## config.mk

```make
export PLATFORM = sky130hd
export DESIGN_NAME = load_store_unit
export DESIGN_NICKNAME = d
export VERILOG_FILES = /design/src/rtl/load_store_unit_pkg.sv /design/src/rtl/load_store_unit_align.sv /design/src/rtl/load_store_unit.sv
export SDC_FILE = /design/constraint.sdc
export NUM_CORES = 1
export LEC_CHECK = 0
export ABC_AREA = 1
export CORE_MARGIN = 4
export CORE_UTILIZATION = 40
export DETAILED_ROUTE_END_ITERATION = 8
export PLACE_DENSITY = 0.77
export SLEW_MARGIN = 20
export SYNTH_ARGS = -nofsm -noshare
export SYNTH_HDL_FRONTEND = slang
export SYNTH_HIERARCHICAL = 1
export SYNTH_SLANG_ARGS = --single-unit
```

## constraint.sdc

```tcl
create_clock -name clk -period 3.4 [get_ports clk]
set_input_delay 0.68 -clock clk [delete_from_list [all_inputs] [get_ports clk]]
set_output_delay 0.68 -clock clk [all_outputs]
set_load 0.01 [all_outputs]
```

## src/rtl/load_store_unit_pkg.sv

```systemverilog
// Shared types and constants for the data-memory access stage.
package load_store_unit_pkg;

    typedef enum logic [1:0] {
        LSU_IDLE,
        LSU_ISSUE,
        LSU_WAIT_R,
        LSU_DONE
    } LsuState;

    typedef enum logic [1:0] {
        M_X   = 2'd0,
        M_XRD = 2'd1,
        M_XWR = 2'd2
    } MemoryWriteSignal;

    typedef enum logic [2:0] {
        MT_X  = 3'd0,
        MT_B  = 3'd1,
        MT_H  = 3'd2,
        MT_W  = 3'd3,
        MT_BU = 3'd4,
        MT_HU = 3'd5
    } MemoryMaskType;

    localparam logic [31:0] LSU_ZERO_DATA = 32'h0;

    // Anything that is not a byte or halfword access behaves as a full word.
    function automatic MemoryMaskType norm_typ(input MemoryMaskType t);
        case (t)
            MT_B, MT_BU, MT_H, MT_HU: norm_typ = t;
            default:                  norm_typ = MT_W;
        endcase
    endfunction

    // Halfwords need an even address, words need a word-aligned address.
    function automatic logic is_misaligned(input MemoryMaskType t, input logic [1:0] o);
        case (t)
            MT_H, MT_HU: is_misaligned = o[0];
            MT_W:        is_misaligned = (o != 2'b00);
            default:     is_misaligned = 1'b0;
        endcase
    endfunction

endpackage

```

## src/rtl/load_store_unit_align.sv

```systemverilog
// Sub-word steering: store lane replication / byte strobes and load
// lane extraction with sign or zero extension. Purely combinational.
module lsu_align
    import load_store_unit_pkg::*;
(
    input  MemoryMaskType typ,
    input  logic [1:0]    off,
    input  logic [31:0]   st_data,
    input  logic [31:0]   rdata,
    output logic [31:0]   wdata,
    output logic [3:0]    wstrb,
    output logic [31:0]   ldata
);

    logic [31:0] lane;

    // Shift the addressed bytes down to bit 0, then size/extend per type.
    always_comb begin
        lane  = rdata >> {off, 3'b000};
        wdata = st_data;
        wstrb = 4'b1111;
        ldata = rdata;
        case (typ)
            MT_B, MT_BU: begin
                wdata = {4{st_data[7:0]}};
                wstrb = 4'b0001 << off;
                ldata = (typ == MT_B) ? {{24{lane[7]}}, lane[7:0]} : {24'h0, lane[7:0]};
            end
            MT_H, MT_HU: begin
                wdata = {2{st_data[15:0]}};
                wstrb = 4'b0011 << off;
                ldata = (typ == MT_H) ? {{16{lane[15]}}, lane[15:0]} : {16'h0, lane[15:0]};
            end
            default: begin
                wdata = st_data;
                wstrb = 4'b1111;
                ldata = rdata;
            end
        endcase
    end

endmodule

```

## src/rtl/load_store_unit.sv

```systemverilog
// Data-memory access stage: runs one ready/valid bus access per request,
// stalls the pipeline while it is outstanding and returns formatted load data.
module load_store_unit
    import load_store_unit_pkg::*;
#(
    parameter int TIMEOUT_CYCLES = 255
) (
    input  logic             clk,
    input  logic             reset,
    input  logic             req_valid,
    input  logic [31:0]      req_addr,
    input  MemoryWriteSignal req_fcn,
    input  MemoryMaskType    req_typ,
    input  logic [31:0]      req_data,
    output logic             res_valid,
    output logic [31:0]      res_data,
    output logic             stall,
    output logic             misaligned,
    output logic             bus_error,
    output logic             bus_req_valid,
    input  logic             bus_req_ready,
    output logic [31:0]      bus_addr,
    output logic             bus_we,
    output logic [3:0]       bus_wstrb,
    output logic [31:0]      bus_wdata,
    input  logic             bus_rvalid,
    input  logic [31:0]      bus_rdata
);

    localparam int CW = $clog2(TIMEOUT_CYCLES + 1);
    localparam logic [CW-1:0] TO_LAST = CW'(TIMEOUT_CYCLES - 1);

    LsuState       state_q, state_d;
    logic [31:0]   addr_q, addr_d;
    logic [31:0]   data_q, data_d;
    MemoryMaskType typ_q, typ_d;
    logic          we_q, we_d;
    logic [CW-1:0] cnt_q, cnt_d;
    logic          err_q, err_d;
    logic [31:0]   res_data_q, res_data_d;

    MemoryMaskType in_typ;
    logic [31:0]   al_wdata, al_ldata;
    logic [3:0]    al_wstrb;
    logic          issue;

    assign in_typ = norm_typ(req_typ);
    assign issue  = (state_q == LSU_ISSUE);

    lsu_align u_align (
        .typ     (typ_q),
        .off     (addr_q[1:0]),
        .st_data (data_q),
        .rdata   (bus_rdata),
        .wdata   (al_wdata),
        .wstrb   (al_wstrb),
        .ldata   (al_ldata)
    );

    // Next-state, request latching, timeout counting and pipeline stall.
    always_comb begin
        state_d    = state_q;
        addr_d     = addr_q;
        data_d     = data_q;
        typ_d      = typ_q;
        we_d       = we_q;
        cnt_d      = cnt_q;
        err_d      = 1'b0;
        res_data_d = res_data_q;
        stall      = 1'b0;
        misaligned = 1'b0;
        case (state_q)
            LSU_IDLE: begin
                if (req_valid) begin
                    if (is_misaligned(in_typ, req_addr[1:0])) begin
                        misaligned = 1'b1;
                        res_data_d = LSU_ZERO_DATA;
                    end else begin
                        stall   = 1'b1;
                        addr_d  = req_addr;
                        data_d  = req_data;
                        typ_d   = in_typ;
                        we_d    = (req_fcn == M_XWR);
                        cnt_d   = '0;
                        state_d = LSU_ISSUE;
                    end
                end
            end
            LSU_ISSUE: begin
                stall = 1'b1;
                cnt_d = cnt_q + CW'(1);
                if (bus_req_ready) begin
                    state_d = we_q ? LSU_DONE : LSU_WAIT_R;
                end else if (cnt_q == TO_LAST) begin
                    err_d      = 1'b1;
                    res_data_d = LSU_ZERO_DATA;
                    state_d    = LSU_DONE;
                end
            end
            LSU_WAIT_R: begin
                stall = 1'b1;
                cnt_d = cnt_q + CW'(1);
                if (bus_rvalid) begin
                    res_data_d = al_ldata;
                    state_d    = LSU_DONE;
                end else if (cnt_q == TO_LAST) begin
                    err_d      = 1'b1;
                    res_data_d = LSU_ZERO_DATA;
                    state_d    = LSU_DONE;
                end
            end
            default: state_d = LSU_IDLE;
        endcase
    end

    // State and latched request; reset abandons any access in flight.
    always_ff @(posedge clk or negedge reset) begin
        if (!reset) begin
            state_q    <= LSU_IDLE;
            addr_q     <= '0;
            data_q     <= '0;
            typ_q      <= MT_X;
            we_q       <= 1'b0;
            cnt_q      <= '0;
            err_q      <= 1'b0;
            res_data_q <= LSU_ZERO_DATA;
        end else begin
            state_q    <= state_d;
            addr_q     <= addr_d;
            data_q     <= data_d;
            typ_q      <= typ_d;
            we_q       <= we_d;
            cnt_q      <= cnt_d;
            err_q      <= err_d;
            res_data_q <= res_data_d;
        end
    end

    // Completion is either the DONE cycle or an immediate misaligned reject.
    assign res_valid     = (state_q == LSU_DONE) || misaligned;
    assign res_data      = misaligned ? LSU_ZERO_DATA : res_data_q;
    assign bus_error     = (state_q == LSU_DONE) && err_q;
    assign bus_req_valid = issue;
    assign bus_addr      = issue ? {addr_q[31:2], 2'b00} : 32'h0;
    assign bus_we        = issue && we_q;
    assign bus_wstrb     = (issue && we_q) ? al_wstrb : 4'h0;
    assign bus_wdata     = (issue && we_q) ? al_wdata : 32'h0;

endmodule

```

==> results by group <==
Run status
  – Outcome: completed

Critical path
  – Critical Path AT: 2.62 ns
  – Crit path launch: req_typ[0]
  – CP cell instances: clkdlybuf4s50_1, inv_1, nand2_1, nand3_2, nand2_2, nand2_4, nand2_2, nand3_4, clkbuf_16, nand2_1, inv_1, clkdlybuf4s50_1
  – Worst setup path category: input pin to primary output
  – CP required: 2.72 ns
  – R2R Path Start: addr_q[0]
  – Critical Path Start Type: input pin
  – CP max stage delay: about 0.5 ns
  – Slowest-stage cell, CP: clkdlybuf4s50_1
  – Crit-path max FO: 17
  – Crit end category: primary output

Clock tree
  – Clk pin slew, worst setup/hold paths: around 0.070 ns
  – Total clock sinks: approximately 110
  – CTS root buffer: clkbuf_16
  – CTS Buf Count: 9
  – Max clock buf depth: 2
  – # H-tree levels: 3
  – CTS tree: built
  – Clock Latency Late Sink: 0.36 ns

Cells and area
  – Layout cells sized above 1: 11.3%
  – P&R area growth vs syn: 28.9%
  – Ant diodes: 0
  – Most frequent cells in the layout: 449 x nand2_1, 203 x clkdlybuf4s50_1, 183 x inv_1
  – Register area: about 2800 um^2
  – Fillers: slightly below 2k
  – Multi-input gate area: 4060 um^2
  – Leading cell type in the layout, fill and taps excluded: nand2_1
  – Final Util: 53.1%
  – Nets@finish: 1,489

Detailed routing
  – DR WL/cell: 14.3 um
  – Antenna viol nets, final: 0
  – Vias: about 8.1k
  – Drt initial violations: 790
  – First-pass DRT Iterations: 6
  – DRC Markers: 0
  – Routed vias/inst: ~4.9
  – WL final: roughly 24 mm

Global route
  – Met3 GRT Util: under 10%
  – Gr usage total: between 20% and 30%
  – First-pass GRT wire length: roughly 38 mm
  – Vias in the first global route: roughly 7.5k
  – GR Layer Usage met2: between 30% and 40%
  – Largest net degree at the start of global routing: 146
  – GRT Max-Usage Layer: met2
  – Initial antenna violation count: 0
  – Global route overflow: 0
  – Met1 Resource Use GR: a little over a quarter

Synthesis
  – #FFs+latches synth: 111
  – Netlist cell types: 31
  – Register area share after synthesis: about a third
  – Yosys Warn Count: 6
  – Mapped Area: 8150 um^2
  – Syn avg cell area: between 6 and 7 um^2
  – Synthesized instance count: approximately 1.2k

STA
  – Ratio of final minimum period to clock period: 97.1%
  – Clk_skew: ~0.0094 ns
  – Relative slew slack: 47.0%
  – TNS Setup: 0 ns
  – Max Fclk: roughly 0.3 GHz
  – Final hold vios: 0
  – Final setup fails: 0
  – Minimum clock period: 3.30 ns
  – Slew Viols, Final: 0
  – Unrepaired setup endpoints after global routing: false
  – Slew at the pin closest to its max-slew limit: approximately 0.79 ns

Floorplan
  – Top Ports: 212
  – Core region area: about 20,000 um^2
  – Die outline width: between 150 and 200 um
  – Starting Density: 41.2%
  – Die height: roughly 150 um
  – Num rows: 51
  – Full die area: approximately 23,000 um^2

Power
  – Static Leak: 5.68 nW
  – Peak supply drop: between 0.0003 and 0.0004 V
  – Power density cells: 758 nW/um^2

Placement
  – DP Wirelength: around 17 mm
  – IO buf count: roughly 210
  – Routability cong.: approximately 0.92

Job
  – Max-cap violations: 0

Worst hold path
  – Tightest Hold Check Type: input pin to async pin
state kept, by name (all words and copies together), names as in the netlist:
register    cells
addr_q         32
res_data_q     32
state_q         2
data_q         32
we_q            1
typ_q           3
err_q           1
cnt_q           8
metal layers:
layer,up-vias,part of all wire [%]
met3,38,7.9
met2,304,47
met5,-,0
met1,3662,42
li1,4053,-
met4,0,2.5
through the flow:
stage	setup WS, ns	hold WS, ns	instance area [um^2]	total power [mW]	std cells
detailed placement	0.0945	0.468	10100	6.81	1629
global placement	0.191	0.463	10100	6.73	1629
floorplan	1.16	0.384	8150	5.52	1221
finish	0.0992	0.206	10500	7.96	1646
CTS	0.0895	0.203	10500	7.97	1645
global route	0.00280	0.226	10500	8.66	1646
area by class of cell:
class,instances,area share [%]
sequential,111,26.4
inverter,192,6.86
clock inverter,7,0.845
tap,265,3.16
timing repair buffer,228,21.9
multi-input combinational,834,38.7
clock buffer,9,2.14
power breakdown:
part | switching (mW) | total, mW | internal, mW
Clock | 0.547 | 1.14 | 0.590
Combinational | 2.91 | 4.64 | 1.72
Sequential | 0.412 | 2.18 | 1.77
Total | 3.87 | 7.96 | 4.09
logic make-up after synthesis:
logic type	after synthesis	synth area share (%)
DFF	111	34.1
adders and majority gates	7	1.07
other	1	0.0460
AOI/OAI and AO/OA	145	12.9
and+or+nand+nor	677	35.4
xor gates and xnor gates	3	0.322
buffers and inverters	276	16.2
final timing paths:
check                                  to  slack (ns)  cells past startpoint
max in group asynchronous      data_q[14]        2.47                      2
setup / recovery              res_data[7]         0.1                     12
hold / removal             res_data_q[19]        0.21                      1
setup reg to reg           res_data_q[11]        0.75                     10
hold reg to reg                data_q[17]        0.48                      2
min in group clk               data_q[17]        0.48                      2
synthesized netlist by cell type:
cell      instances  share of area, %
nor2_1           55               2.5
nor3_1            3              0.18
o21ai_0          32               2.0
inv_1           183               8.4
clkinv_1          1             0.046
clkbuf_1         18              0.83
buf_4            21               1.9
buf_1             2             0.092
a21oi_1           4              0.25
inv_2             8              0.37
nand4_1          32               2.5
clkbuf_2          1             0.061
nand3_2           5              0.61
nand2_4           4              0.55
xor2_1            2              0.21
ha_1              7               1.1
nand2_2          10              0.77
xnor2_1           1              0.11
buf_6            23               3.2
conb_1            1             0.046
or2_2             3              0.23
o21ai_2          86               9.2
nand4_4           1              0.26
buf_8             1              0.18
nand2_1         450                21
nor2_2            2              0.15
buf_2            18               1.1
o21ai_1          22               1.4
dfrtp_1         111                34
a211oi_1          1             0.092
nand3_1         112               6.9
critical path: cells and delay by family:
kind / cells / cell delay [ns]
buffers and inverters: 5 / 1.29
and+or+nand+nor: 7 / 0.64
what timing repair did:
| item | 4_1_cts | 5_1_grt |
|---|---|---|
| hold buffers | 0 | 0 |
| buffers inserted | 0 | 0 |
| setup endpoints to repair | 0 | 34 |
| gates resized for setup | 0 | 7 |
Power figures use the tool's default switching activity.
